## config.mk

```make
export PLATFORM = sky130hd
export DESIGN_NAME = ucca_cfg_loader
export DESIGN_NICKNAME = d
export VERILOG_FILES = /design/src/rtl/ucca_cfg_loader.sv
export SDC_FILE = /design/constraint.sdc
export NUM_CORES = 1
export LEC_CHECK = 0
export CORE_UTILIZATION = 49
export DETAILED_ROUTE_END_ITERATION = 10
export PLACE_DENSITY = 0.73
export RECOVER_POWER = 50
export SLEW_MARGIN = 20
export SYNTH_ARGS = -nofsm -noshare
export SYNTH_HDL_FRONTEND = slang
export SYNTH_SLANG_ARGS = --single-unit
```

## constraint.sdc

```tcl
create_clock -name clk -period 7.69 [get_ports clk]
set_input_delay 1.1535 -clock clk [delete_from_list [all_inputs] [get_ports clk]]
set_output_delay 1.1535 -clock clk [all_outputs]
set_load 0.02 [all_outputs]
```

## src/rtl/ucca_cfg_loader.sv

```systemverilog
// ucca_cfg_loader: boot-time configurator for the UCCA region monitors.
// After reset it reads the region count and each region's min/max bounds
// from the metadata block, validates them, and commits them all at once to
// the ucc_min/ucc_max buses. Once committed it locks the configuration and
// flags a violation on any later write into the metadata window.
// Ports:
//   clk, system_reset        clock, synchronous active-high reset
//   mem_req/mem_addr         metadata read request and byte address (out)
//   mem_ack/mem_rdata        read completion and data (in)
//   data_en/data_wr/data_addr CPU data bus, snooped for metadata writes
//   ucc_min_flat/max_flat    per-region bounds, region i at [16i+15:16i]
//   cfg_busy/cfg_valid       load in progress / config committed and locked
//   cfg_err_code             first error seen (0 none, 1..5)
//   reset                    violation, OR'd into the system master reset
module ucca_cfg_loader #(
  parameter int          N_REGIONS   = 3,
  parameter logic [15:0] META_MIN    = 16'h0140,
  parameter logic [15:0] META_MAX    = 16'h016A,
  parameter int          ACK_TIMEOUT = 16
) (
  input  logic                      clk,
  input  logic                      system_reset,
  output logic                      mem_req,
  output logic [15:0]               mem_addr,
  input  logic                      mem_ack,
  input  logic [15:0]               mem_rdata,
  input  logic                      data_en,
  input  logic                      data_wr,
  input  logic [15:0]               data_addr,
  output logic [16*N_REGIONS-1:0]   ucc_min_flat,
  output logic [16*N_REGIONS-1:0]   ucc_max_flat,
  output logic                      cfg_busy,
  output logic                      cfg_valid,
  output logic [2:0]                cfg_err_code,
  output logic                      reset
);

  localparam int IW = (N_REGIONS > 1) ? $clog2(N_REGIONS) : 1;

  localparam logic [2:0] S_IDLE   = 3'd0;
  localparam logic [2:0] S_RD_CNT = 3'd1;
  localparam logic [2:0] S_RD_MIN = 3'd2;
  localparam logic [2:0] S_RD_MAX = 3'd3;
  localparam logic [2:0] S_CHECK  = 3'd4;
  localparam logic [2:0] S_COMMIT = 3'd5;
  localparam logic [2:0] S_LOCKED = 3'd6;
  localparam logic [2:0] S_ERROR  = 3'd7;

  logic [2:0]  state_q, state_d;
  logic        mem_req_q, mem_req_d;
  logic [15:0] mem_addr_q, mem_addr_d;
  logic        cfg_busy_q, cfg_busy_d;
  logic        cfg_valid_q, cfg_valid_d;
  logic [2:0]  err_code_q, err_code_d;
  logic        reset_q, reset_d;
  logic [7:0]  wait_cnt_q, wait_cnt_d;
  logic [15:0] count_q, count_d;
  logic [IW-1:0] idx_q, idx_d;
  logic [N_REGIONS-1:0][15:0] min_sh_q, min_sh_d, max_sh_q, max_sh_d;
  logic [N_REGIONS-1:0][15:0] ucc_min_q, ucc_min_d, ucc_max_q, ucc_max_d;

  logic        meta_wr, err_hit;
  logic [2:0]  err_val;
  logic [IW-1:0] idx_nxt;

  always_comb begin
    state_d     = state_q;
    mem_req_d   = mem_req_q;
    mem_addr_d  = mem_addr_q;
    cfg_busy_d  = cfg_busy_q;
    cfg_valid_d = cfg_valid_q;
    err_code_d  = err_code_q;
    reset_d     = reset_q;
    wait_cnt_d  = wait_cnt_q;
    count_d     = count_q;
    idx_d       = idx_q;
    min_sh_d    = min_sh_q;
    max_sh_d    = max_sh_q;
    ucc_min_d   = ucc_min_q;
    ucc_max_d   = ucc_max_q;
    err_hit     = 1'b0;
    err_val     = 3'd0;
    idx_nxt     = idx_q + 1'b1;
    meta_wr     = data_en & data_wr & (data_addr >= META_MIN) & (data_addr <= META_MAX);

    case (state_q)
      S_IDLE: begin
        state_d    = S_RD_CNT;
        mem_req_d  = 1'b1;
        mem_addr_d = META_MIN;
        wait_cnt_d = 8'd0;
        cfg_busy_d = 1'b1;
      end
      // Read states: while mem_req is high we wait for the ack; the cycle
      // with mem_req low is the mandatory gap before the next request.
      S_RD_CNT, S_RD_MIN, S_RD_MAX: begin
        if (mem_req_q) begin
          if (mem_ack) begin
            mem_req_d = 1'b0;
            case (state_q)
              S_RD_CNT: count_d          = mem_rdata;
              S_RD_MIN: min_sh_d[idx_q]  = mem_rdata;
              default:  max_sh_d[idx_q]  = mem_rdata;
            endcase
          end else if (wait_cnt_q == 8'(ACK_TIMEOUT - 1)) begin
            err_hit = 1'b1;
            err_val = 3'd4;
          end else begin
            wait_cnt_d = wait_cnt_q + 8'd1;
          end
        end else begin
          case (state_q)
            S_RD_CNT: begin
              if (count_q == 16'd0) begin
                state_d = S_COMMIT;
              end else if (count_q > 16'(N_REGIONS)) begin
                err_hit = 1'b1;
                err_val = 3'd1;
              end else begin
                state_d    = S_RD_MIN;
                idx_d      = '0;
                mem_req_d  = 1'b1;
                mem_addr_d = META_MIN + 16'd2;
                wait_cnt_d = 8'd0;
              end
            end
            S_RD_MIN: begin
              state_d    = S_RD_MAX;
              mem_req_d  = 1'b1;
              mem_addr_d = META_MIN + 16'd4 + (16'(idx_q) << 2);
              wait_cnt_d = 8'd0;
            end
            default: state_d = S_CHECK;
          endcase
        end
      end
      S_CHECK: begin
        if (min_sh_q[idx_q] > max_sh_q[idx_q]) begin
          err_hit = 1'b1;
          err_val = 3'd2;
        end else if ((idx_q != '0) && (min_sh_q[idx_q] <= max_sh_q[idx_q - 1'b1])) begin
          err_hit = 1'b1;
          err_val = 3'd3;
        end else if (16'(idx_q) + 16'd1 == count_q) begin
          state_d = S_COMMIT;
        end else begin
          state_d    = S_RD_MIN;
          idx_d      = idx_nxt;
          mem_req_d  = 1'b1;
          mem_addr_d = META_MIN + 16'd2 + (16'(idx_nxt) << 2);
          wait_cnt_d = 8'd0;
        end
      end
      S_COMMIT: begin
        for (int i = 0; i < N_REGIONS; i++) begin
          ucc_min_d[i] = (16'(i) < count_q) ? min_sh_q[i] : 16'hFFFF;
          ucc_max_d[i] = (16'(i) < count_q) ? max_sh_q[i] : 16'h0000;
        end
        state_d     = S_LOCKED;
        cfg_busy_d  = 1'b0;
        cfg_valid_d = 1'b1;
      end
      default: ;
    endcase

    // Metadata tamper wins over anything else decided this cycle.
    if (meta_wr && (state_q inside {S_RD_CNT, S_RD_MIN, S_RD_MAX, S_CHECK, S_COMMIT, S_LOCKED})) begin
      err_hit = 1'b1;
      err_val = 3'd5;
    end

    if (err_hit) begin
      state_d     = S_ERROR;
      mem_req_d   = 1'b0;
      cfg_busy_d  = 1'b0;
      cfg_valid_d = 1'b0;
      reset_d     = 1'b1;
      ucc_min_d   = '1;
      ucc_max_d   = '0;
      if (err_code_q == 3'd0) err_code_d = err_val;
    end
  end

  always_ff @(posedge clk) begin
    if (system_reset) begin
      state_q     <= S_IDLE;
      mem_req_q   <= 1'b0;
      mem_addr_q  <= META_MIN;
      cfg_busy_q  <= 1'b0;
      cfg_valid_q <= 1'b0;
      err_code_q  <= 3'd0;
      reset_q     <= 1'b0;
      wait_cnt_q  <= 8'd0;
      count_q     <= 16'd0;
      idx_q       <= '0;
      min_sh_q    <= '1;
      max_sh_q    <= '0;
      ucc_min_q   <= '1;
      ucc_max_q   <= '0;
    end else begin
      state_q     <= state_d;
      mem_req_q   <= mem_req_d;
      mem_addr_q  <= mem_addr_d;
      cfg_busy_q  <= cfg_busy_d;
      cfg_valid_q <= cfg_valid_d;
      err_code_q  <= err_code_d;
      reset_q     <= reset_d;
      wait_cnt_q  <= wait_cnt_d;
      count_q     <= count_d;
      idx_q       <= idx_d;
      min_sh_q    <= min_sh_d;
      max_sh_q    <= max_sh_d;
      ucc_min_q   <= ucc_min_d;
      ucc_max_q   <= ucc_max_d;
    end
  end

  assign mem_req      = mem_req_q;
  assign mem_addr     = mem_addr_q;
  assign cfg_busy     = cfg_busy_q;
  assign cfg_valid    = cfg_valid_q;
  assign cfg_err_code = err_code_q;
  assign reset        = reset_q;
  assign ucc_min_flat = ucc_min_q;
  assign ucc_max_flat = ucc_max_q;

endmodule

```

==> results_dict.tcl <==
set metrics [dict create \
    status "finished clean" \
    path_buf_inv 2 \
    die_x_um 147 \
    comb_power_share_pct 23.1 \
    first_pass_iters 5 \
    dr_total_vias 9560 \
    synthCells 1274 \
    ios 156 \
    clkTransAtPathRegs_ps 60 \
    syn_area_per_cell_um2 8.06 \
    cts_buffers 25 \
    wl_per_cell_um 18.4 \
    switchingPower_mw 1.04 \
    cts.sinks 232 \
    synth_seq_cells 232 \
    hpwl_um 20700 \
    finalNetCount 1436 \
    layout_min_cycle_time_ps 5140 \
    drt-initial-drc-count 843 \
    holdCritPathClass "flop to flop" \
    grt_max_degree 80 \
    drtAntennaViolNets 0 \
    yosysUniqueCellTypes 58 \
    drc_errors 0 \
    drv_slew 0 \
    critPathArrivalTime_ps 5590 \
    swShare_pct 32.9 \
    p_int_mw 2.12 \
    netlist.area_leader.share_pct 45.2 \
    start_util_pct 50.4 \
    cts-root-buf "clkbuf_16" \
    p_leak_nw 4.46 \
    drive_above_1_share_pct 4.36 \
    max_stage_delay_ps 1160 \
    tns_ps 0 \
    synth_edf_count 0 \
    cts_resized 0 \
    die_area_mm2 0.0215 \
    final_cell_mix "nand2_1, dfxtp_1, a21oi_1, nor2_1, dlygate4sd3_1" \
    place.gp.congestion 0.918 \
    area_growth_pct 21.1 \
    rows 52 \
    crit_slowest_cell "ha_1" \
    hold_buffers 0 \
    peakVddDrop_mv 0.159 \
    stdcell_count 1646 \
    synth_top_area_cell "dfxtp_1" \
    yosys_most_used_dff "dfxtp_1" \
    max_cap_violations 0 \
    wl_um 30300 \
    worstSetupStartpointType "flop" \
    power_density_mw_per_mm2 255 \
    tightest_slew_ps 1150 \
    h-tree-depth 1 \
    grt_use_total_pct 27.7 \
    io_buffer_count 143 \
    timing.fmax_mhz 194 \
    crit_type "flop to flop" \
    finalCritPeriodShare_pct 66.9 \
    fp.dieH_um 147 \
    worstPathRequired_ps 8140 \
    post_cts_buffers 0 \
    cts.path.max_buffers 3 \
    slew_headroom_pct 23.0 \
    antenna_found_initial 0 \
    vias_per_cell 5.81 \
    coreArea_mm2 0.0204 \
    p_total_mw 3.17 \
    n_antenna_cell 0 \
    grt_first_pass_wirelength_um 47900 \
    dpl.cell_count 1605 \
    crit_fanout 38 \
    clkPwrFrac_pct 35.3 \
    ys_seq_area_share_pct 45.2 \
    synth_area_mm2 0.0103 \
    grt_pass1_vias 8795 \
    hold_viol 0 \
    fin_worst_skew_ps 9.44 \
    yosysWarningCount 0 \
    cts_tree "done" \
    path_cells "buf_4, inv_2, ha_1, mux2i_1, nor2_1, a31oi_1, ha_1, nand4_1, nor3_1, a21boi_0, or4_1, o211ai_2, or4_1, a21oi_1" \
    clk_latency_ps 520 \
    seq_power_share_pct 41.6 \
    synthTopCellsByArea "dfxtp_1, nand2_1, a21oi_1" \
    mostFrequentLayoutCell "nand2_1" \
    holdWs_ps 445 \
    critPathCaptureType "flop" \
    rsz0062_at_grt "false" \
    cpLargestDelayFamily "adder cells" \
    setup-violations-final 0 \
    async_flop_share_pct 0 \
    overflow 0 \
]
[worst paths after layout]
check / endpoint / from / slack [ps] / cells after the start
worst max register to register: wait_cnt_q[7]$_SDFFE_PP0P_ / idx_q[0]$_SDFFE_PP0P_ / 2550 / 14
worst min-delay path: reset$_SDFFE_PP0P_ / reset$_SDFFE_PP0P_ / 440 / 2
worst min register to register: reset$_SDFFE_PP0P_ / reset$_SDFFE_PP0P_ / 440 / 2
worst max-delay path: wait_cnt_q[7]$_SDFFE_PP0P_ / idx_q[0]$_SDFFE_PP0P_ / 2550 / 14
[state kept, by name, summed over array words and instances, names as in the netlist, 3 cells and up]
name / count
count_q: 16
cfg_err_code: 3
max_sh_q: 48
wait_cnt_q: 8
min_sh_q: 48
state_q: 3
ucc_max_flat: 48
ucc_min_flat: 48
mem_addr: 4
[area by class of cell]
type | instances | area [um2]
clock buffer | 35 | 683
inverter | 12 | 45.0
tap | 270 | 338
timing repair buffer | 154 | 1510
multi-input combinational | 937 | 5160
fill | 1806 | 7920
clock inverter | 6 | 62.6
sequential | 232 | 4650
[worst register-to-register path: cells and delay by family, from the launching register on]
kind / cells / cell delay, ps
compound gates: 4 / 840
fa+ha+maj: 2 / 1530
buf+inv: 2 / 750
flops: 1 / 310
mux: 1 / 190
simple gates: 5 / 1460
[per-layer routing]
layer / part of all wire, % / track usage (%) / wire length, um
met1: 44 / 37.9 / 13400
met2: 47 / 45.2 / 14100
met3: 7.1 / 3.88 / 2140
met4: 2.3 / 8.33 / 699
met5: 0 / 0 / 0
[cell usage after synthesis, drive strengths merged, types with 2 or more instances]
cell type  number
clkbuf         68
o211ai          3
a21o            5
nor2          110
nor2b           2
o31ai           8
buf            35
inv            11
a21oi         112
or4             8
nand2b          2
or3             5
a21boi          3
nand3          63
a221o           2
ha             37
nand2         306
a22oi          49
a211o           2
nand4          13
and2            8
nor4            7
o21ai          31
dfxtp         232
xor2            2
and4            2
a31oi          19
a211oi          2
o22ai          51
conb            2
nor3           10
mux2i          48
[power by group through the flow]
| stage | registers (mW) | clock network, mW | logic (mW) |
|---|---|---|---|
| global route | 1.32 | 1.19 | 0.808 |
| floorplan | 1.32 | 0 | 0.557 |
| finish | 1.32 | 1.12 | 0.730 |
| CTS | 1.32 | 1.13 | 0.730 |
| global placement | 1.34 | 0 | 0.713 |
| detailed placement | 1.34 | 0 | 0.723 |
[stage by stage]
stage          cell area (um2)  utilization [%]  worst slack, ps
4_1_cts                  12400             61.1             2630
6_report                 12400             61.1             2550
3_5_place_dp             11700             57.4             2640
5_1_grt                  12400             61.1             2130
2_1_floorplan            10300                -             3270
3_3_place_gp             11700             57.4             2760
[logic make-up (layout without fill, tap and decap cells)]
family	Yosys count	count (layout)	share of synthesized area, %
adders and majority gates	37	37	4.51
and+or+nand+nor	541	541	22.4
xor gates and xnor gates	3	3	0.256
muxes	48	48	4.68
AOI/OAI and AO/OA	296	296	17.8
buffers and inverters	115	207	5.13
DFF	232	232	45.2
other	2	12	0.0731
(Power assumes the default switching activity.)
